<file path="config.mk">
export PLATFORM = sky130hd
export DESIGN_NAME = requant_relu_stage
export DESIGN_NICKNAME = d
export VERILOG_FILES = /design/src/rtl/requant_relu_stage.sv
export SDC_FILE = /design/constraint.sdc
export NUM_CORES = 1
export LEC_CHECK = 0
export ABC_AREA = 1
export CORE_MARGIN = 2
export CORE_UTILIZATION = 29
export CTS_CLUSTER_SIZE = 40
export DETAILED_ROUTE_END_ITERATION = 6
export PLACE_DENSITY_LB_ADDON = 0.25
export RECOVER_POWER = 25
export SYNTH_ARGS = -nofsm -noshare
export SYNTH_HDL_FRONTEND = slang
export SYNTH_SLANG_ARGS = --single-unit
</file>
<file path="constraint.sdc">
create_clock -name clk -period 7.85 [get_ports clk]
set_input_delay 1.57 -clock clk [delete_from_list [all_inputs] [get_ports clk]]
set_output_delay 1.57 -clock clk [all_outputs]
set_load 0.02 [all_outputs]
</file>
<file path="src/rtl/requant_relu_stage.sv">
// requant_relu_stage
// Requantizes signed accumulator results from the multiply-and-add array into
// signed activations for the next layer: fixed-point scale, round-half-up
// shift, zero-point offset, optional ReLU floor and saturation. Two-stage
// elastic pipeline with valid/ready on both sides and a sticky saturation
// event counter used during calibration.
module requant_relu_stage #(
    parameter int RESULT_WIDTH = 16,
    parameter int DATA_WIDTH   = 8,
    parameter int MULT_WIDTH   = 16,
    parameter int SHIFT_WIDTH  = 5,
    parameter int COUNT_WIDTH  = 16
) (
    input  logic                           clk,
    input  logic                           rst_n,
    input  logic                           in_valid,
    output logic                           in_ready,
    input  logic signed [RESULT_WIDTH-1:0] in_value,
    input  logic                           in_last,
    input  logic        [MULT_WIDTH-1:0]   scale_mult,
    input  logic        [SHIFT_WIDTH-1:0]  scale_shift,
    input  logic signed [DATA_WIDTH-1:0]   zero_point,
    input  logic                           relu_en,
    output logic                           out_valid,
    input  logic                           out_ready,
    output logic signed [DATA_WIDTH-1:0]   out_value,
    output logic                           out_last,
    input  logic                           sat_clear,
    output logic        [COUNT_WIDTH-1:0]  sat_count
);

    // Product width: signed accumulator times zero-extended unsigned scale.
    localparam int PW = RESULT_WIDTH + MULT_WIDTH + 1;
    // One extra bit so adding the rounding half can never overflow.
    localparam int RW = PW + 1;
    // One extra bit so adding the zero point can never overflow.
    localparam int VW = RW + 1;

    localparam logic signed [VW-1:0] HI_V  = {{(VW-DATA_WIDTH+1){1'b0}}, {(DATA_WIDTH-1){1'b1}}};
    localparam logic signed [VW-1:0] MIN_V = {{(VW-DATA_WIDTH+1){1'b1}}, {(DATA_WIDTH-1){1'b0}}};
    localparam logic        [COUNT_WIDTH-1:0] CNT_MAX = {COUNT_WIDTH{1'b1}};

    // Arithmetic right shift with round-half-toward-+inf; shift 0 is a pass-through.
    function automatic logic signed [RW-1:0] round_shift(
        input logic signed [PW-1:0]          p,
        input logic        [SHIFT_WIDTH-1:0] sh
    );
        logic signed [RW-1:0] ext;
        logic signed [RW-1:0] half;
        ext  = {p[PW-1], p};
        half = {{(RW-1){1'b0}}, 1'b1} << (sh - SHIFT_WIDTH'(1));
        if (sh == '0) begin
            return ext;
        end
        return (ext + half) >>> sh;
    endfunction

    // Adds the sign-extended zero point at full precision.
    function automatic logic signed [VW-1:0] add_zero_point(
        input logic signed [RW-1:0]         r,
        input logic signed [DATA_WIDTH-1:0] zp
    );
        logic signed [VW-1:0] r_ext;
        logic signed [VW-1:0] zp_ext;
        r_ext  = {r[RW-1], r};
        zp_ext = {{(VW-DATA_WIDTH){zp[DATA_WIDTH-1]}}, zp};
        return r_ext + zp_ext;
    endfunction

    // Saturation event: value outside the representable output range.
    // The ReLU floor is a deliberate clamp and does not count.
    function automatic logic is_saturated(input logic signed [VW-1:0] v);
        return (v > HI_V) || (v < MIN_V);
    endfunction

    // Clamp to [lo, hi] where lo is the zero point under ReLU, else the type minimum.
    function automatic logic signed [DATA_WIDTH-1:0] clamp_out(
        input logic signed [VW-1:0]         v,
        input logic signed [DATA_WIDTH-1:0] zp,
        input logic                         relu
    );
        logic signed [VW-1:0] lo;
        if (relu) begin
            lo = {{(VW-DATA_WIDTH){zp[DATA_WIDTH-1]}}, zp};
        end else begin
            lo = MIN_V;
        end
        if (v > HI_V) begin
            return HI_V[DATA_WIDTH-1:0];
        end else if (v < lo) begin
            return lo[DATA_WIDTH-1:0];
        end
        return v[DATA_WIDTH-1:0];
    endfunction

    // Handshake / control
    logic vld_p1;
    logic vld_p2;
    logic s1_advance;

    // Stage 1 registers
    logic signed [PW-1:0]          prod_p1;
    logic        [SHIFT_WIDTH-1:0] shift_p1;
    logic signed [DATA_WIDTH-1:0]  zp_p1;
    logic                          relu_p1;
    logic                          last_p1;

    // Stage 2 registers
    logic signed [DATA_WIDTH-1:0]  value_p2;
    logic                          last_p2;
    logic                          sat_p2;

    logic [COUNT_WIDTH-1:0]        sat_count_q;

    // Operand extension for the stage-1 multiply
    logic signed [PW-1:0]          in_ext;
    logic signed [PW-1:0]          mult_ext;

    // Stage-2 combinational datapath fed from stage-1 registers
    logic signed [RW-1:0]          rnd_p1;
    logic signed [VW-1:0]          sum_p1;

    assign in_ext   = {{(PW-RESULT_WIDTH){in_value[RESULT_WIDTH-1]}}, in_value};
    assign mult_ext = {{(PW-MULT_WIDTH){1'b0}}, scale_mult};

    assign rnd_p1 = round_shift(prod_p1, shift_p1);
    assign sum_p1 = add_zero_point(rnd_p1, zp_p1);

    // Stage 1 may move on when stage 2 is empty or is being drained this edge.
    assign s1_advance = !vld_p2 || out_ready;
    assign in_ready   = !vld_p1 || s1_advance;

    assign out_valid = vld_p2;
    assign out_value = value_p2;
    assign out_last  = last_p2;
    assign sat_count = sat_count_q;

    // Stage valid flags: stage 1 reloads whenever it can accept, stage 2 whenever stage 1 advances.
    always_ff @(posedge clk or negedge rst_n) begin
        if (!rst_n) begin
            vld_p1 <= 1'b0;
            vld_p2 <= 1'b0;
        end else begin
            if (in_ready) begin
                vld_p1 <= in_valid;
            end
            if (s1_advance) begin
                vld_p2 <= vld_p1;
            end
        end
    end

    // Stage 1 data: scale product and per-beat config captured on input transfer.
    always_ff @(posedge clk) begin
        if (in_valid && in_ready) begin
            prod_p1  <= in_ext * mult_ext;
            shift_p1 <= scale_shift;
            zp_p1    <= zero_point;
            relu_p1  <= relu_en;
            last_p1  <= in_last;
        end
    end

    // Stage 2 output registers: round, offset, clamp; held while downstream stalls.
    always_ff @(posedge clk or negedge rst_n) begin
        if (!rst_n) begin
            value_p2 <= '0;
            last_p2  <= 1'b0;
            sat_p2   <= 1'b0;
        end else if (s1_advance && vld_p1) begin
            value_p2 <= clamp_out(sum_p1, zp_p1, relu_p1);
            last_p2  <= last_p1;
            sat_p2   <= is_saturated(sum_p1);
        end
    end

    // Saturation counter: counts delivered saturated beats, sticks at max, clear has priority.
    always_ff @(posedge clk or negedge rst_n) begin
        if (!rst_n) begin
            sat_count_q <= '0;
        end else if (sat_clear) begin
            sat_count_q <= '0;
        end else if (vld_p2 && out_ready && sat_p2 && (sat_count_q != CNT_MAX)) begin
            sat_count_q <= sat_count_q + COUNT_WIDTH'(1);
        end
    end

endmodule

</file>
; ---- After elaboration in Yosys (flattened, before gate mapping)
; Cells that the tools add are included.
; Widths: inputs -> output; s select.
[totals]
reg_bits = 76
input_bits = 52
wordCells = 47
out_inout_bits = 27
[classes]
muxes = 13
n_mul = 1
n_lt_le_gt_ge = 3
n_shift = 2
reduce_logical = 12
add_sub_neg = 4
n_eq_ne = 1
[op_table]
columns = operator, n
row1 = $mux 35, 2
row2 = $mux 34, 2
row3 = $add 34x8->35, 1
row4 = $gt 35x8->1 const B, 1
row5 = $lt 35x35->1, 1
row6 = $lt 35x8->1 const B, 1
row7 = $add 33x34->34, 1
row8 = $shl 1x5->34 const A, 1
row9 = $sshr 34x5->34, 1
row10 = $mul 16x17->33, 1
row11 = $mux 16, 2
row12 = $mux 8, 3
row13 = $add 16x1->16 const B, 1
row14 = $ne 16x16->1 const B, 1
row15 = $logic_and 1x1->1, 5
row16 = $logic_not 5->1, 1
row17 = $sub 5x1->5 const B, 1
row18 = $mux 1, 4
row19 = $logic_or 1x1->1, 3
row20 = $logic_not 1->1, 2
row21 = $reduce_bool 2->1, 1

; ---- Depth between registers and ports, before layout
[logic_depth]
ltp_word = 11
ltp_mapped = 61
mapped_depth_nobuf = 60

; ---- Least setup slack after synthesis
; Ideal clock, no wire load.
[synth_timing]
path_type = input to register
startpoint = in in_value[6]
endpoint = reg prod_p1[24], data pin
required_time_ns = 7.588
path_stages = 23
arrival_ns = 7.000
path_slack_ns = 0.589
setup_ns = 0.262
path_buffers = 2
cell_sequence = clkbuf_1 clkbuf_1 nand2_1 fa_1 inv_1 fa_1 inv_1 fa_1 inv_1 fa_1 inv_1 fa_1 inv_1 fa_1 ha_1 nand2_1 a21oi_1 a211oi_1 a21boi_0 o21ai_1 a21boi_0 o21ai_1 xor2_1
[synth_via]
elab_chain_len = 1
[synth_lines]
columns = element, line_no
row1 = start: declaration, 18  ; input logic signed [RESULT_WIDTH-1:0] in_value,
row2 = $mul 16x17->33, 156  ; prod_p1 <= in_ext * mult_ext;
row3 = end signal: assignment, 156
row4 = end: declaration, 102  ; logic signed [PW-1:0] prod_p1;
; No other way between the ends.
; A chain may end at the register's enable or synchronous reset.

; ---- Worst setup path after layout
[layout_timing]
startpoint = in scale_mult[4]
endpoint = reg prod_p1[23], data pin
[layout_via]
elab_chain_len = 1
[layout_lines]
columns = element, line_no
row1 = start: declaration, 20  ; input logic [MULT_WIDTH-1:0] scale_mult,
row2 = $mul 16x17->33, 156
; No other way between the ends.

==> results.cfg <==
[status]
status = finished, violations left
violations = DRC, capacitance limit, slew limit

[finish]
nFillCells = 7777
drive_above_1_share = 0.0812
final_area_um2 = 23400
final_nets = 3779
antennaDiodeCount = 0
multi_input_area_um2 = 15500
area_growth_pct = 14.9
seq_area_um2 = 2140

[critical_path]
rrSetupSlack_ns = 0.56
cp.arrival_ns = 7.46
cp-start-kind = primary input
slowest_stage = clkdlybuf4s50_1
timing.rr.start = shift_p1[0]$_DFFE_PP_
crit_required_ns = 7.96
critPathBufInv = 5
reg2reg_depth = 52
cpMostUsedCell = fa_1
cp.depth = 20
end_kind = register
regToRegEndpoint = out_value[7]$_DFFE_PN0P_
crit_family = adder cells
cp_max_fo = 7
path_cells = clkdlybuf4s50_1, buf_4, nand2_1, inv_1, fa_1, inv_1, fa_1, fa_1, fa_1, fa_1, fa_1, inv_1, ha_1, nand3_1, nor3_1, a21oi_1, o21ai_0, a21boi_0, o21ai_0, xor2_1
slowest_delay_ns = 0.64
critPathKind = in -> reg

[clocking]
clock_sinks = 76
numCtsBuffers = 9
clk_transition_reported_paths_ns = 0.06
cts_tree = yes
clk_latency_ns = 0.38
postCtsHoldBufs = 0
clock_path_buffers = 2
htree_levels = 3
cts-root-buf = clkbuf_16

[place]
portBuffers = 78
hpwl_um = 55400
dpl_cell_area_um2 = 22900
place.gp.congestion = 0.935

[detailed_routing]
wl_per_cell_um = 14.9
vias = 19500
wl_um = 63300
viasPerCell = 4.59
dr.pass1.iters = 7
ant_nets = 0
drc = 12
drt-initial-drc-count = 1474

[min_path]
min_path_type = reg -> reg
min_path_cells = 2
min_to = out_last$_DFFE_PN0P_
hp-start = last_p1$_DFFE_PP_

[floorplan]
core_area_um2 = 69800
dieArea_um2 = 72400
die_w_um = 269
num_io_pins = 79
std_cell_rows = 97
start_util = 0.292
die_h_um = 269

[global_route]
grt-ovfl-total = 0
grt_usage = 0.176
antenna_found_initial = 1
grt_max_degree = 49
grt_pass1_wl_um = 104000
grt_pass1_vias = 19500

[sta]
worstMarginPinSlew_ns = 1.61
fin_crit_sh = 0.936
slew_headroom = -0.0764
drv_slew = 29
fin_worst_skew_ns = 0.0200
setup_viol = 0
fin_crit_ns = 7.35
fmaxAchievable_ghz = 0.136
finalHoldViolations = 0

[pwr]
internal_power_mw = 3.69
p_sw_frac = 0.539
power_density_nw_per_um2 = 342
p_comb_frac = 0.824
p_clk_frac = 0.056
sequentialPowerShare = 0.120
p_switching_mw = 4.31
p_leak_nw = 13.2
max-vdd-ir-drop_mv = 0.287
power_mw = 8.00

[synth]
seq_area_frac_synth = 0.105
synth_edf_count = 48
synth_area_leaders = fa_1 (19%), nand2_1 (18%), ha_1 (14%)
synth_area_um2 = 20400
ys_types = 47
netlist_instances = 3185
synth_top_cell_area_share = 0.192
yosys.cell_count.top_type = nand2_1
ys_seq_elements = 76
syn-mean-instance-area_um2 = 6.40
synth_top_cell_by_area = fa_1
ys_top_cells_by_count = nand2_1 (983), inv_1 (660), nand3_1 (306)
synth_nets = 3657
ys.warnings.count = 0
ys.flop_type = edfxtp_1
async_reset_ff_frac = 0.368

[flow_run]
max_cap_viol_count = 1
[cell type report]
type	count	area share
Inverter	678	0.109
Clock buffer	10	0.0107
Multi-Input combinational cell	2336	0.662
Clock inverter	6	0.00246
Sequential cell	76	0.0915
Tap cell	940	0.0502
Timing Repair Buffer	206	0.0745
[power groups by stage]
stage               clock (mW)  combinational (mW)  sequential, mW
floorplan                    0                4.76           0.878
global placement             0                6.59           0.963
detailed placement           0                6.60           0.957
CTS                      0.469                6.64           0.949
global route             0.479                7.60           0.960
finish                   0.449                6.59           0.959
[logic make-up (layout without fill, tap and decap cells)]
family,after synthesis,in the layout,synth area share
buffers and inverters,773,900,0.143
and+or+nand+nor,1650,1650,0.342
AOI/OAI and AO/OA,221,221,0.0611
xor gates and xnor gates,45,45,0.0193
DFF,76,76,0.105
adders and majority gates,420,420,0.330
[state kept, by name, summed over array words and instances, names as in the netlist, 5 cells and up]
name	flops
sat_count	16
prod_p1	33
shift_p1	5
out_value	8
zp_p1	8
[tightest hold or removal path, cell delays in order, from the launching register on]
cell      delay [ns]
edfxtp_1        0.33
nand2_1         0.05
nand2_1         0.05
[how the worst max path moves through the flow]
stage	startpoint	end
floorplan	in_value[6]	prod_p1[24]$_DFFE_PP_
global placement	scale_mult[10]	prod_p1[30]$_DFFE_PP_
detailed placement	scale_mult[4]	prod_p1[23]$_DFFE_PP_
CTS	shift_p1[0]$_DFFE_PP_	out_value[2]$_DFFE_PN0P_
global route	shift_p1[0]$_DFFE_PP_	out_value[2]$_DFFE_PN0P_
finish	scale_mult[4]	prod_p1[23]$_DFFE_PP_
[through the flow]
| stage | utilization | TNS [ns] | hold slack, ns | setup WS (ns) | std cells |
|---|---|---|---|---|---|
| after CTS | 0.333 | 0 | 0.468 | 0.199 | 4250 |
| after global routing | 0.336 | -0.0243 | 0.479 | -0.0132 | 4252 |
| after global placement | 0.329 | 0 | 0.429 | 0.116 | 4234 |
| after detailed placement | 0.329 | 0 | 0.444 | 0.0565 | 4234 |
| final | 0.336 | 0 | 0.462 | 0.503 | 4252 |
| after floorplan | - | 0 | 0.418 | 0.589 | 3185 |
[layout by cell type, fill, tap and decap left out, types with 27 or more instances in the layout]
cell             count
nand3_1            296
xor2_1              27
nor3_1              32
clkdlybuf4s50_1     61
nand2_1            973
o21ai_0             39
dfrtp_1             28
buf_4              125
a21oi_1            133
nand2_2             30
nand4_1             31
ha_1               219
nor2_1             198
fa_1               195
inv_1              658
edfxtp_1            48
[what timing repair did]
| item | CTS | global route |
|---|---|---|
| gates resized for setup | 0 | 46 |
| buffers inserted | 0 | 2 |
| endpoints found under the setup margin | 0 | 8 |
[metal layers]
metal / track usage / share of wire / vias to the layer above
met5: 0 / 0 / -
met4: 0.0444 / 0.024 / 0
met3: 0.0123 / 0.036 / 74
met2: 0.297 / 0.46 / 404
met1: 0.244 / 0.48 / 8969
li1: - / - / 10100
Note: power is estimated with default switching activity, not from simulation.
